`config.mk`:
```
export PLATFORM = sky130hd
export DESIGN_NAME = tone_sequencer
export DESIGN_NICKNAME = d
export VERILOG_FILES = /design/src/rtl/tone_pkg.sv /design/src/rtl/note_fifo.sv /design/src/rtl/tone_sequencer.sv
export SDC_FILE = /design/constraint.sdc
export NUM_CORES = 1
export LEC_CHECK = 0
export ABC_AREA = 1
export ABC_CLOCK_PERIOD_IN_PS = 7200
export CORE_ASPECT_RATIO = 0.75
export CORE_MARGIN = 4
export CORE_UTILIZATION = 50
export DETAILED_ROUTE_END_ITERATION = 8
export GPL_TIMING_DRIVEN = 1
export HOLD_SLACK_MARGIN = 0.15
export PLACE_DENSITY_LB_ADDON = 0.08
export SLEW_MARGIN = 20
export SYNTH_ARGS = -nofsm -noshare
export SYNTH_HDL_FRONTEND = slang
export SYNTH_SLANG_ARGS = --single-unit
```
`constraint.sdc`:
```
create_clock -name clk -period 7.2 [get_ports clk]
set_input_delay 1.44 -clock clk [delete_from_list [all_inputs] [get_ports clk]]
set_output_delay 1.44 -clock clk [all_outputs]
set_load 0.01 [all_outputs]
```
`src/rtl/tone_pkg.sv`:
```
// Shared types for the tone sequencer: FSM states, queued note record and
// the frequency ceiling applied when a note is loaded.
package tone_pkg;

    typedef enum logic [1:0] {
        ST_IDLE,
        ST_LOAD,
        ST_PLAY,
        ST_GAP
    } state_t;

    localparam logic [31:0] FREQ_MAX = 32'd999999;

    typedef struct packed {
        logic [31:0] freq;
        logic [15:0] dur_ms;
    } note_t;

    localparam int NOTE_W = $bits(note_t);

    function automatic logic [31:0] sat_freq(input logic [31:0] f);
        return (f > FREQ_MAX) ? FREQ_MAX : f;
    endfunction

endpackage

```
`src/rtl/note_fifo.sv`:
```
// Note queue: DEPTH entries of one packed note, head visible on o_data,
// synchronous reset and flush clear the pointers only.
module note_fifo
    import tone_pkg::*;
#(
    parameter int DEPTH = 4
) (
    input  logic              clk,
    input  logic              rst,
    input  logic              i_flush,
    input  logic              i_push,
    input  logic [NOTE_W-1:0] i_data,
    input  logic              i_pop,
    output logic [NOTE_W-1:0] o_data,
    output logic              o_full,
    output logic              o_empty
);

    localparam int          AW       = (DEPTH > 1) ? $clog2(DEPTH) : 1;
    localparam logic [AW:0] FULL_CNT = (AW + 1)'(DEPTH);

    logic [NOTE_W-1:0] r_mem [DEPTH];
    logic [AW-1:0]     r_wr_ptr;
    logic [AW-1:0]     r_rd_ptr;
    logic [AW:0]       r_count;
    logic              w_push;
    logic              w_pop;

    assign o_full  = (r_count == FULL_CNT);
    assign o_empty = (r_count == '0);
    assign w_push  = i_push & ~o_full;
    assign w_pop   = i_pop & ~o_empty;
    assign o_data  = r_mem[r_rd_ptr];

    // NOTE: the storage array is deliberately not reset; an entry is only ever read after it has been written.
    always_ff @(posedge clk) begin
        if (w_push) begin
            r_mem[r_wr_ptr] <= i_data;
        end
    end

    always_ff @(posedge clk) begin
        if (rst || i_flush) begin
            r_wr_ptr <= '0;
            r_rd_ptr <= '0;
            r_count  <= '0;
        end else begin
            if (w_push) begin
                r_wr_ptr <= r_wr_ptr + 1'b1;
            end
            if (w_pop) begin
                r_rd_ptr <= r_rd_ptr + 1'b1;
            end
            case ({w_push, w_pop})
                2'b10:   r_count <= r_count + 1'b1;
                2'b01:   r_count <= r_count - 1'b1;
                default: r_count <= r_count;
            endcase
        end
    end

endmodule

```
`src/rtl/tone_sequencer.sv`:
```
// Plays queued notes one at a time: each note drives freq_out/tone_en for
// its duration in ms, followed by an optional silent gap.
module tone_sequencer
    import tone_pkg::*;
#(
    parameter int CLK_HZ     = 125000000,
    parameter int FIFO_DEPTH = 4,
    parameter int GAP_MS     = 10
) (
    input  logic        clk,
    input  logic        rst,
    input  logic        note_valid,
    output logic        note_ready,
    input  logic [31:0] note_freq,
    input  logic [15:0] note_dur_ms,
    input  logic        abort,
    output logic [31:0] freq_out,
    output logic        tone_en,
    output logic        busy,
    output logic        note_done
);

    localparam int          TICK         = CLK_HZ / 1000;
    localparam int          PW           = (TICK > 1) ? $clog2(TICK) : 1;
    localparam logic [PW-1:0] PRESC_MAX  = PW'(TICK - 1);
    localparam logic [15:0] GAP_LEN      = 16'(GAP_MS);
    localparam logic        ONE_CYCLE_MS = (TICK == 1);

    state_t            r_state;
    note_t             r_note;
    logic [15:0]       r_ms_cnt;
    logic [PW-1:0]     r_presc;
    logic [31:0]       r_freq;
    logic              r_tone_en;
    logic              r_note_done;

    logic [NOTE_W-1:0] w_head;
    logic              w_full;
    logic              w_empty;
    logic              w_push;
    logic              w_pop;
    logic              w_tick;
    logic              w_last;
    logic              w_playing;
    logic [31:0]       w_sat;

    assign note_ready = ~w_full & ~rst;
    assign w_push     = note_valid & note_ready & ~abort;
    assign w_pop      = (r_state == ST_IDLE) & ~w_empty & ~abort & ~rst;
    assign w_tick     = (r_presc == '0);
    assign w_last     = w_tick & (r_ms_cnt == 16'd1);
    assign w_playing  = (r_state == ST_PLAY);
    assign w_sat      = sat_freq(r_note.freq);

    assign freq_out  = r_freq;
    assign tone_en   = r_tone_en;
    assign note_done = r_note_done;
    assign busy      = (r_state != ST_IDLE) | ~w_empty;

    note_fifo #(
        .DEPTH (FIFO_DEPTH)
    ) u_note_fifo (
        .clk     (clk),
        .rst     (rst),
        .i_flush (abort),
        .i_push  (w_push),
        .i_data  ({note_freq, note_dur_ms}),
        .i_pop   (w_pop),
        .o_data  (w_head),
        .o_full  (w_full),
        .o_empty (w_empty)
    );

    // note_done is registered, so it is raised one cycle early: on the cycle before the final prescaler tick.
    always_ff @(posedge clk) begin
        if (rst || abort) begin
            r_state     <= ST_IDLE;
            r_note      <= '0;
            r_ms_cnt    <= '0;
            r_presc     <= '0;
            r_freq      <= '0;
            r_tone_en   <= 1'b0;
            r_note_done <= 1'b0;
        end else begin
            r_note_done <= 1'b0;
            case (r_state)
                ST_IDLE: begin
                    if (!w_empty) begin
                        r_note  <= w_head;
                        r_state <= ST_LOAD;
                    end
                end
                ST_LOAD: begin
                    r_freq   <= w_sat;
                    r_ms_cnt <= r_note.dur_ms;
                    r_presc  <= PRESC_MAX;
                    if (r_note.dur_ms == 16'd0) begin
                        r_state     <= ST_IDLE;
                        r_note_done <= 1'b1;
                    end else begin
                        r_state     <= ST_PLAY;
                        r_tone_en   <= (w_sat != 32'd0);
                        r_note_done <= ONE_CYCLE_MS && (r_note.dur_ms == 16'd1);
                    end
                end
                default: begin
                    if (w_last) begin
                        r_tone_en <= 1'b0;
                        if (w_playing && (GAP_MS != 0)) begin
                            r_state  <= ST_GAP;
                            r_ms_cnt <= GAP_LEN;
                            r_presc  <= PRESC_MAX;
                        end else begin
                            r_state  <= ST_IDLE;
                            r_ms_cnt <= '0;
                        end
                    end else if (w_tick) begin
                        r_presc     <= PRESC_MAX;
                        r_ms_cnt    <= r_ms_cnt - 16'd1;
                        r_note_done <= w_playing && ONE_CYCLE_MS && (r_ms_cnt == 16'd2);
                    end else begin
                        r_presc     <= r_presc - 1'b1;
                        r_note_done <= w_playing && (r_ms_cnt == 16'd1) && (r_presc == PW'(1));
                    end
                end
            endcase
        end
    end

endmodule
```
* Word-level counts from Yosys, hierarchy flattened
Memories as Yosys holds them, arrays and structs flattened. A register that Yosys moved wholly into a read port is not among the register bits.
Index checks and enable logic that the tools add are counted.
** Word-level totals
- Register bits after elaboration :: 76
- Output and inout port bits :: 36
- Memory bits (writable) :: 192
- Memories :: 1
- Logic and storage cells :: 84
** Cells by class
- Equal/unequal tests :: 10
- $add $sub $neg :: 6
- Magnitude comparators :: 1
- Reductions and logical operators :: 18
- Muxes and demuxes :: 24
- Bitwise gates (word level) :: 15
** Memories
- u_note_fifo.r_mem :: words 4, bits a word 48, rd ports 1, clocked after memory_dff 1, write ports 1, line note_fifo.sv:22 : logic [NOTE_W-1:0] r_mem [DEPTH];
** Operators by type and width (number)
- $mux W17 :: 3
- $pmux W17 S2 :: 1
- $gt A32 B20 Y1 const B :: 1
- $mux W16 :: 2
- $mux W32 :: 1
- $pmux W16 S2 :: 1
- $reduce_bool A32 Y1 :: 1
- $eq A17 B1 Y1 const B :: 1
- $logic_not A17 Y1 :: 1
- $sub A17 B1 Y17 const B :: 1
- $eq A16 B1 Y1 const B :: 1
- $logic_not A16 Y1 :: 1
- $sub A16 B1 Y16 const B :: 1
- $and A1 B1 Y1 :: 9
- $mux W2 :: 4
- $reduce_and A2 Y1 :: 4
- $mux W1 :: 7
- $pmux W3 S2 :: 1
- $reduce_bool A2 Y1 :: 3
- $reduce_bool A3 Y1 :: 2
- $not A1 Y1 :: 5
- $add A2 B1 Y2 const B :: 2
- $eq A2 B1 Y1 const B :: 2
- $eq A2 B2 Y1 const B :: 2
- 14 further kinds :: 17

* Depth between registers and ports, before layout
Gate-level depths: netlist (run 1).
- Depth in word-level cells :: 8
- Mapped depth :: 12
- Mapped depth without buffers :: 11

* Hierarchy
A second synthesis (run 1) with hierarchy kept.
** Second synthesis, totals
- Cells, all modules :: 1310
- Area, all modules :: 13230.2 µm²
** By module, submodules not included
- note_fifo :: cells an instance 537, instances 1, area an instance 7835.0 µm²
- tone_sequencer :: cells an instance 773, instances 1, area an instance 5395.2 µm²

* Worst setup path after synthesis (run 1)
OpenSTA, ideal clock, no wires.
- Path kind :: in2reg
- From :: input port abort
- To :: memory u_note_fifo.r_mem[0][0] in the netlist's numbering, enable pin
- Setup slack :: 2491 ps
- Data arrival time :: 4255 ps
- Path buffers :: 1
- Library setup time :: 454 ps
- Stages :: 5
- Cell sequence :: nor2_1 -> inv_1 -> or2_2 -> clkbuf_1 -> nor2_1
** On the way
- Longest elaborated chain between the ends :: 5
** Ends and longest elaborated chain
- from (decl) :: line tone_sequencer.sv:16 : input logic abort,
- $not A1 Y1 :: line tone_sequencer.sv:48 : assign w_push = note_valid & note_ready & ~abort;
- $and A1 B1 Y1 :: line tone_sequencer.sv:48
- $and A1 B1 Y1 :: line note_fifo.sv:31 : assign w_push = i_push & ~o_full;
- $mux W1 :: line note_fifo.sv:37 : if (w_push) begin
- $mux W1 (implied by the code) :: line note_fifo.sv:38 : r_mem[r_wr_ptr] <= i_data;
- to (decl) :: line note_fifo.sv:22
No other way between the ends.

* Final worst setup path (run 1)
- From :: input port rst
- To :: output port note_ready
** On the way
- Longest elaborated chain between the ends :: 2
** Ends and longest elaborated chain
- from (decl) :: line tone_sequencer.sv:11 : input logic rst,
- $not A1 Y1 :: line tone_sequencer.sv:47 : assign note_ready = ~w_full & ~rst;
- $and A1 B1 Y1 :: line tone_sequencer.sv:47
- to (decl) :: line tone_sequencer.sv:13 : output logic note_ready,
No other way between the ends.

==> flow_summary.yaml, run 1 <==
synthesis:
  netlist_area_sq_mm: 0.0129
  async_reset_ff_share_pct: 0
  synth.distinct_cells: 38
  synth_edf_count: 192
  synth_cells: 1311
  synth-warning-count: 0
  synthFlopType: "edfxtp_1"
  ys_seq_elements: 316
  seq_area_frac_synth_pct: 63.8
  avgSynthCellArea_sq_um: 9.86
  yosys-top-cells-area: "edfxtp_1, dfxtp_1, nor2_1"
  yosysTopAreaCell: "edfxtp_1"
  syn-num-nets: 1373
  yosys.area.top_type_share_pct: 44.6
timing:
  fin_crit_sh_pct: 56.3
  relSlewSlack_pct: 27.3
  fmax_mhz: 247
  final-hold-violation-count: 0
  tns_ns: 0
  grt_setup_unrepaired: "false"
  setup_ws_ns: 3.15
  drv_slew: 0
  period_minus_slack_ns: 4.05
  worst-slew-pin-transition_ns: 1.09
  setup_viol: 0
  clock_skew_ns: 0.00971
clock_tree:
  hold_buffers: 0
  postCtsSetupBuffers: 0
  root_buffer: "clkbuf_16"
  ctsHtreeMaxLevel: 1
  post_cts_resize_count: 0
  clk_latency_ns: 0.56
  clk_pin_slew_ns: 0.06
  numCtsBuffers: 30
  cts_tree: "yes"
  clock_path_buffers: 3
  cts_sinks: 316
route:
  wl_per_cell_um: 17.1
  ant_nets: 0
  vias: 9253
  vias_per_cell: 5.33
  dr.first_iter.drc_count: 769
  dr.pass1.iters: 5
  drcViolationCount: 0
  wl_um: 29700
worst_hold_path:
  hold_class: "reg2reg"
  min-delay-start: "freq_out[31]$_SDFFE_PP0P_"
grt:
  antenna_found_initial: 0
  grt_max_degree: 98
  grt_usage_pct: 20.3
  grt_pass1_wl_um: 47500
  gr-total-overflow: 0
  grt_pass1_vias: 8855
final_layout:
  final_core_util_pct: 59.9
  fin_cells: 1735
  final_common_cell: "nor2_1"
  layout-drive-gt1-share_pct: 7.09
  diodes: 0
  layout_common_cells: "nor2_1, edfxtp_1, o21ai_0"
  nNetsFinal: 1435
  nFillCells: 2142
  area_growth_pct: 16.8
setup_path:
  cp.arrival_ns: 2.61
  required_ns: 5.76
  worstSetupPathType: "in2out"
  timing.rr.start: "u_note_fifo.r_count[2]$_SDFFE_PP0P_"
  crit_start: "rst"
  crit_fanout: 2
  critPathCaptureType: "output port"
  cp-start-kind: "input port"
status:
  outcome: "completed"
floorplan:
  fp-row-count: 50
  initial_core_util_pct: 51.3
  die_x_um: 194
  io_pins: 88
  die_y_um: 147
  core_sq_mm: 0.0252
  dieArea_sq_mm: 0.0285
power:
  p_per_area_mw_per_mm2: 244
  ir_worst_vdd_uv: 185
  p_leak_nw: 5.68
placement:
  routabilityCongestion: 0.824
  hpwl_um: 17500
  dp_slack_ns: 3.14
  port_buffers: 87
  dp_cells: 1679
flow_run:
  maxCapViolations: 0
worst paths after layout:
kind                                         to  depth (start not counted)  slack, ns
min                   freq_out[31]$_SDFFE_PP0P_                          2       0.44
max reg2reg  u_note_fifo.r_mem[0][11]$_DFFE_PP_                          5       4.74
max                                  note_ready                          3       3.15
min reg2reg           freq_out[31]$_SDFFE_PP0P_                          2       0.44
cell type report:
type,count,area [sq um],share of cell area (%)
flip-flops and latches,316,8250,54.7
repair buffers,101,980,6.49
multi-input cells,846,4130,27.4
clock inverters,18,199,1.32
inverters,78,293,1.94
well taps,338,423,2.80
clock buffers,38,811,5.37
power by group:
group / leakage, nW / internal (W) / switching, W
clock network: 0.491 / 0.000938 / 0.000668
logic: 2.45 / 0.0000517 / 0.0000818
registers: 2.74 / 0.00193 / 0.00000740
registers in the layout, summed over array words and instances (netlist names):
register              cells
r_note                   48
u_note_fifo.r_count       3
r_presc                  17
note_done                 1
tone_en                   1
r_state                   2
r_ms_cnt                 16
u_note_fifo.r_rd_ptr      2
u_note_fifo.r_wr_ptr      2
u_note_fifo.r_mem       192
freq_out                 32
synth_stat cells, drive strengths merged, types with 10 or more instances:
cell type,instances
a21oi,56
a31oi,52
buf,15
clkbuf,56
dfxtp,124
edfxtp,192
inv,78
nand2,119
nand3,70
nand4,11
nor2,296
o21ai,179
or2,13
xor2,10
logic make-up (layout without fill, tap and decap cells):
logic type	after synthesis	in the layout	synth area share (%)
buf+inv	149	235	4.54
flops	316	316	63.8
xor+xnor	14	14	0.949
compound gates	299	299	12.5
simple gates	523	523	17.2
fa+ha+maj	10	10	1.03
metal layers:
layer / vias to the layer above / global-route usage, % / part of all wire (%)
li1: 4633 / - / -
met1: 4394 / 29.4 / 49
met2: 184 / 33.1 / 45
met3: 42 / 2.91 / 4.2
met4: 0 / 4.32 / 1.8
met5: - / 0 / 0
critical path, stage by stage:
cell and delay [ns]:
clkdlybuf4s50_1 0.46, a31oi_1 0.15, clkdlybuf4s50_1 0.56
per-stage QoR:
step / total power (W) / hold slack (ns) / instance area (sq um)
5_1_grt: 0.00380 / 0.450 / 15100
6_report: 0.00368 / 0.440 / 15100
3_3_place_gp: 0.00211 / 0.427 / 14100
2_1_floorplan: 0.00205 / 0.448 / 12900
3_5_place_dp: 0.00211 / 0.428 / 14100
4_1_cts: 0.00371 / 0.439 / 15100
(Power assumes the default switching activity.)
==> run 2: changes to the inputs <==
- ABC_CLOCK_PERIOD_IN_PS: 7200 -> 3430
- clock period: 7.2 -> 3.43 ns (I/O delays scaled with it)
==> flow_summary.yaml, run 2 (synthesized netlist as in run 1, its figures left out) <==
status:
  outcome: "completed"
setup_path:
  path_cells: "clkdlybuf4s50_1, a31oi_1, clkdlybuf4s50_1"
  cp-start-kind: "input port"
  r2r_cells: 10
  required_ns: 2.74
  regToRegSetupSlack_ns: 0.95
  r2r-end: "u_note_fifo.r_count[2]$_SDFFE_PP0P_"
  timing.rr.start: "u_note_fifo.r_count[2]$_SDFFE_PP0P_"
  worstSetupPathType: "in2out"
  crit_buf_inv: 2
  slowest_delay_ns: 0.56
  path_delay_family: "buffers and inverters"
  crit_path_frequent_cell: "clkdlybuf4s50_1"
  critPathCaptureType: "output port"
  cp.arrival_ns: 1.89
  crit_fanout: 2
  crit_slowest_cell: "clkdlybuf4s50_1"
grt:
  grt_pass1_vias: 8875
  gr-total-overflow: 0
  grt_max_degree: 98
  antenna_found_initial: 0
  grt_pass1_wl_um: 47300
  grt_usage_pct: 20.2
clock_tree:
  numCtsBuffers: 30
  hold_buffers: 0
  root_buffer: "clkbuf_16"
  postCtsSetupBuffers: 0
  cts_tree: "yes"
  clk_latency_ns: 0.57
  clk_pin_slew_ns: 0.06
  ctsHtreeMaxLevel: 1
  clock_path_buffers: 3
  post_cts_resize_count: 0
  cts_sinks: 316
final_layout:
  fin_area_sq_mm: 0.0152
  top_register: "u_note_fifo.r_mem"
  nNetsFinal: 1441
  final_common_cell: "nor2_1"
  layout_common_cells: "nor2_1, edfxtp_1, o21ai_0"
  diodes: 0
  largest_reg_flops: 192
  area_growth_pct: 17.7
  layout-drive-gt1-share_pct: 7.63
floorplan:
  initial_core_util_pct: 51.3
  core_sq_mm: 0.0252
  die_x_um: 194
  dieArea_sq_mm: 0.0285
  io_pins: 88
  die_y_um: 147
  fp-row-count: 50
timing:
  tns_ns: 0
  relSlewSlack_pct: 26.7
  drv_slew: 0
  grt_setup_unrepaired: "false"
  clock_skew_ns: 0.0131
  fmax_mhz: 389
  setup_viol: 0
  fin_crit_sh_pct: 75.0
  period_minus_slack_ns: 2.57
  final-hold-violation-count: 0
  worst-slew-pin-transition_ns: 1.10
  setup_ws_ns: 0.858
worst_hold_path:
  min_to: "freq_out[27]$_SDFFE_PP0P_"
  hold_class: "reg2reg"
  hold_depth: 2
  min-delay-start: "freq_out[27]$_SDFFE_PP0P_"
flow_run:
  maxCapViolations: 0
route:
  vias: 9279
  wl_per_cell_um: 16.8
  dr.first_iter.drc_count: 709
  ant_nets: 0
  drcViolationCount: 0
  dr.pass1.iters: 6
  vias_per_cell: 5.33
  wl_um: 29300
placement:
  port_buffers: 87
  dp_slack_ns: 0.505
  dpl_cell_area_sq_mm: 0.0141
  hpwl_um: 17600
  routabilityCongestion: 0.858
power:
  p_leak_nw: 5.74
  ir_worst_vdd_uv: 559
  p_per_area_mw_per_mm2: 519
run 2: worst reg2reg max path: cells and delay by family, from the launching register on:
| family | cells | cell delay [ns] |
|---|---|---|
| AND/OR/NAND/NOR | 1 | 0.38 |
| adder cells (fa/ha/maj) | 2 | 0.57 |
| buffers and inverters | 2 | 0.14 |
| AO/OA/AOI/OAI | 5 | 0.93 |
| flip-flops | 1 | 0.34 |
run 2: report_power, final:
part	leakage [nW]	switching [W]	internal, W	total, W
registers	2.74	0.0000162	0.00406	0.00407
clock network	0.520	0.00140	0.00213	0.00353
logic	2.49	0.000171	0.000112	0.000283
run 2: how the worst max path moves through the flow:
stage	slack (ns)	depth (start not counted)	startpoint	to
global placement	0.50	11	rst	u_note_fifo.r_count[2]$_SDFFE_PP0P_
detailed placement	0.50	11	rst	u_note_fifo.r_count[2]$_SDFFE_PP0P_
finish	0.86	3	rst	note_ready
global route	0.73	10	u_note_fifo.r_count[2]$_SDFFE_PP0P_	u_note_fifo.r_count[2]$_SDFFE_PP0P_
CTS	0.84	3	rst	note_ready
floorplan	-0.52	5	abort	u_note_fifo.r_mem[0][0]$_DFFE_PP_
run 2: through the flow:
| step | cells | power (W) | hold slack (ns) | utilization, % |
|---|---|---|---|---|
| after global routing | 1741 | 0.00816 | 0.449 | 60.3 |
| after floorplan | 1311 | 0.00429 | 0.448 | - |
| after CTS | 1741 | 0.00797 | 0.441 | 60.3 |
| after global placement | 1685 | 0.00444 | 0.427 | 56.1 |
| after detailed placement | 1685 | 0.00444 | 0.430 | 56.1 |
| final | 1741 | 0.00789 | 0.438 | 60.3 |
run 2: layer usage:
| metal | part of all wire (%) | track usage, % | vias up |
|---|---|---|---|
| li1 | - | - | 4641 |
| met1 | 47 | 28.6 | 4405 |
| met2 | 46 | 33.3 | 187 |
| met3 | 4.7 | 3.28 | 46 |
| met4 | 2.0 | 4.92 | 0 |
| met5 | 0 | 0 | - |
run 2: layout make-up:
cell class	count	area (sq um)
fillers	2125	10000
flip-flops and latches	316	8250
clock buffers	37	817
inverters	78	293
multi-input cells	846	4130
repair buffers	107	1050
clock inverters	19	250
well taps	338	423
==> RTL change: new RTL, flow settings as in run 2 <==
The 4 states of `state_t` get a Gray code encoding in 2 bits.
--- a/src/rtl/tone_pkg.sv
+++ b/src/rtl/tone_pkg.sv
@@ -3,10 +3,10 @@
 package tone_pkg;
 
     typedef enum logic [1:0] {
-        ST_IDLE,
-        ST_LOAD,
-        ST_PLAY,
-        ST_GAP
+        ST_IDLE = 2'b00,
+        ST_LOAD = 2'b01,
+        ST_PLAY = 2'b11,
+        ST_GAP  = 2'b10
     } state_t;
 
     localparam logic [31:0] FREQ_MAX = 32'd999999;
Check against the original RTL: same outputs for any inputs over 4 cycles, from zero or initial values; so few cycles prove little.
==> RTL change against run 2 <==
  * Worst setup slack lost 220 ps
  * Total power shrank 2.3%
  * Area after synthesis grew 0.35%
  * Global-route usage grew 0.20 points
  * Final area is essentially flat
  * Hold slack is essentially flat
  * Critical path depth is the same
  * Maximum frequency shrank 7.8%
  * Register-to-register slack gained 240 ps
  * Wire length grew 2.3%
  * Clock power shrank 5%
  * Synthesized cell count grew 1.3%
  * Sequential cell count is the same
  * Critical path type is now flop to output pin
  * Largest power group unchanged
  * Highest routed layer unchanged
==> RTL change: results (changes against run 2) <==
.. list-table::
   :header-rows: 1

   * - Metric
     - Value
   * - Vias in the first global route
     - 8762 (-1.3%)
   * - Cell family with the largest share of critical-path delay
     - flip-flops
   * - Fraction of synthesized area in multiplexers
     - 0.0772% (+0.077 points)
   * - Min cycle time layout
     - 2790 ps (+216 ps)
   * - Power Internal
     - 6.07 mW (-3.6%)
   * - Wire length of the first global-routing pass
     - 47700 um (+0.88%)
   * - Layout cell share with drive strength beyond 1
     - 7.23% (-0.39 points)
   * - Hold Path Sink
     - freq_out[29]
   * - Maximum fanout count along the critical path
     - 9 (+7)
   * - Adder-cell share of the synthesized area
     - 1.02% (-0.0036 points)
   * - Outcome
     - complete, no violations
   * - Layout Cells excl Fill
     - 1762 (+1.2%)
   * - Clock network power consumption
     - 3.35 mW (-5%)
   * - Post-Synth XOR/XNOR Area
     - 1.08% (+0.13 points)
   * - Final Skew
     - 9.98 ps (-3.11 ps)
   * - Netlist cell types
     - 41 (+7.9%)
   * - Post-synthesis area per instance
     - 9.76 um2 (-0.94%)
   * - Total Wirelength
     - 29900 um (+2.3%)
   * - Instance area at placement
     - 0.0142 mm2 (+0.39%)
   * - Final-stage net count
     - 1461 (+1.4%)
   * - Clock buffers created by TritonCTS
     - 31 (+3.3%)
   * - Placed Cells incl. Taps
     - 1704 (+1.1%)
   * - Filler Cell Count
     - 2131 (+0.28%)
   * - Worst setup endpoint
     - busy
   * - Register area share after synthesis
     - 63.6% (-0.22 points)
   * - Synth cell count leaders
     - sky130_fd_sc_hd__nor2_1, sky130_fd_sc_hd__edfxtp_1, sky130_fd_sc_hd__o21ai_0, sky130_fd_sc_hd__nand2_1, sky130_fd_sc_hd__dfxtp_1
   * - Startpoint type of the worst setup path
     - flop
   * - Worst reg2reg setup slack
     - 1190 ps (+240 ps)
   * - Mapped Nets
     - 1390 (+1.2%)
   * - Crit path arrival time
     - 2100 ps (+210 ps)
   * - Post-DP HPWL
     - 18000 um (+2.3%)
   * - Relative slew slack
     - 28.4% (+1.7 points)
   * - Dpl ws
     - 707 ps (+203 ps)
   * - Leakage Power
     - 5.71 nW (-0.63%)
   * - Area of the multi-input gates
     - 0.00420 mm2 (+1.6%)
   * - Slowest stage delay, CP
     - 670 ps (+110 ps)
   * - First-iteration detailed-routing DRC count
     - 680 (-4.1%)
   * - Number of vias per cell after detailed routing
     - 5.29 (-0.73%)
-- RTL change: cell types whose count changed after synthesis, sizes merged, moves of 3 or more --
| cell | change |
|---|---|
| nand3 | -21 |
| inv | -9 |
| or2 | -9 |
| a21oi | -5 |
| nand2 | +25 |
| nor4 | -3 |
| o21ai | +9 |
| nor2 | +33 |
| o211ai | -7 |
| clkbuf | -5 |
-- RTL change: layout make-up --
class / count / share of cell area [%]
inverter: 70 / 1.73
clock inverter: 20 / 1.14
timing repair buffer: 106 / 7.01
tap: 338 / 2.78
multi-input combinational: 874 / 27.6
clock buffer: 38 / 5.53
sequential: 316 / 54.2
-- RTL change: per-layer routing --
layer	track usage (%)	share of wire, %	up-vias	wire, um
li1	-	-	4679	-
met1	29.3	48	4436	14400
met2	33.8	46	175	13900
met3	3.12	4.0	32	1190
met4	4.01	1.8	0	524
met5	0	0	-	0
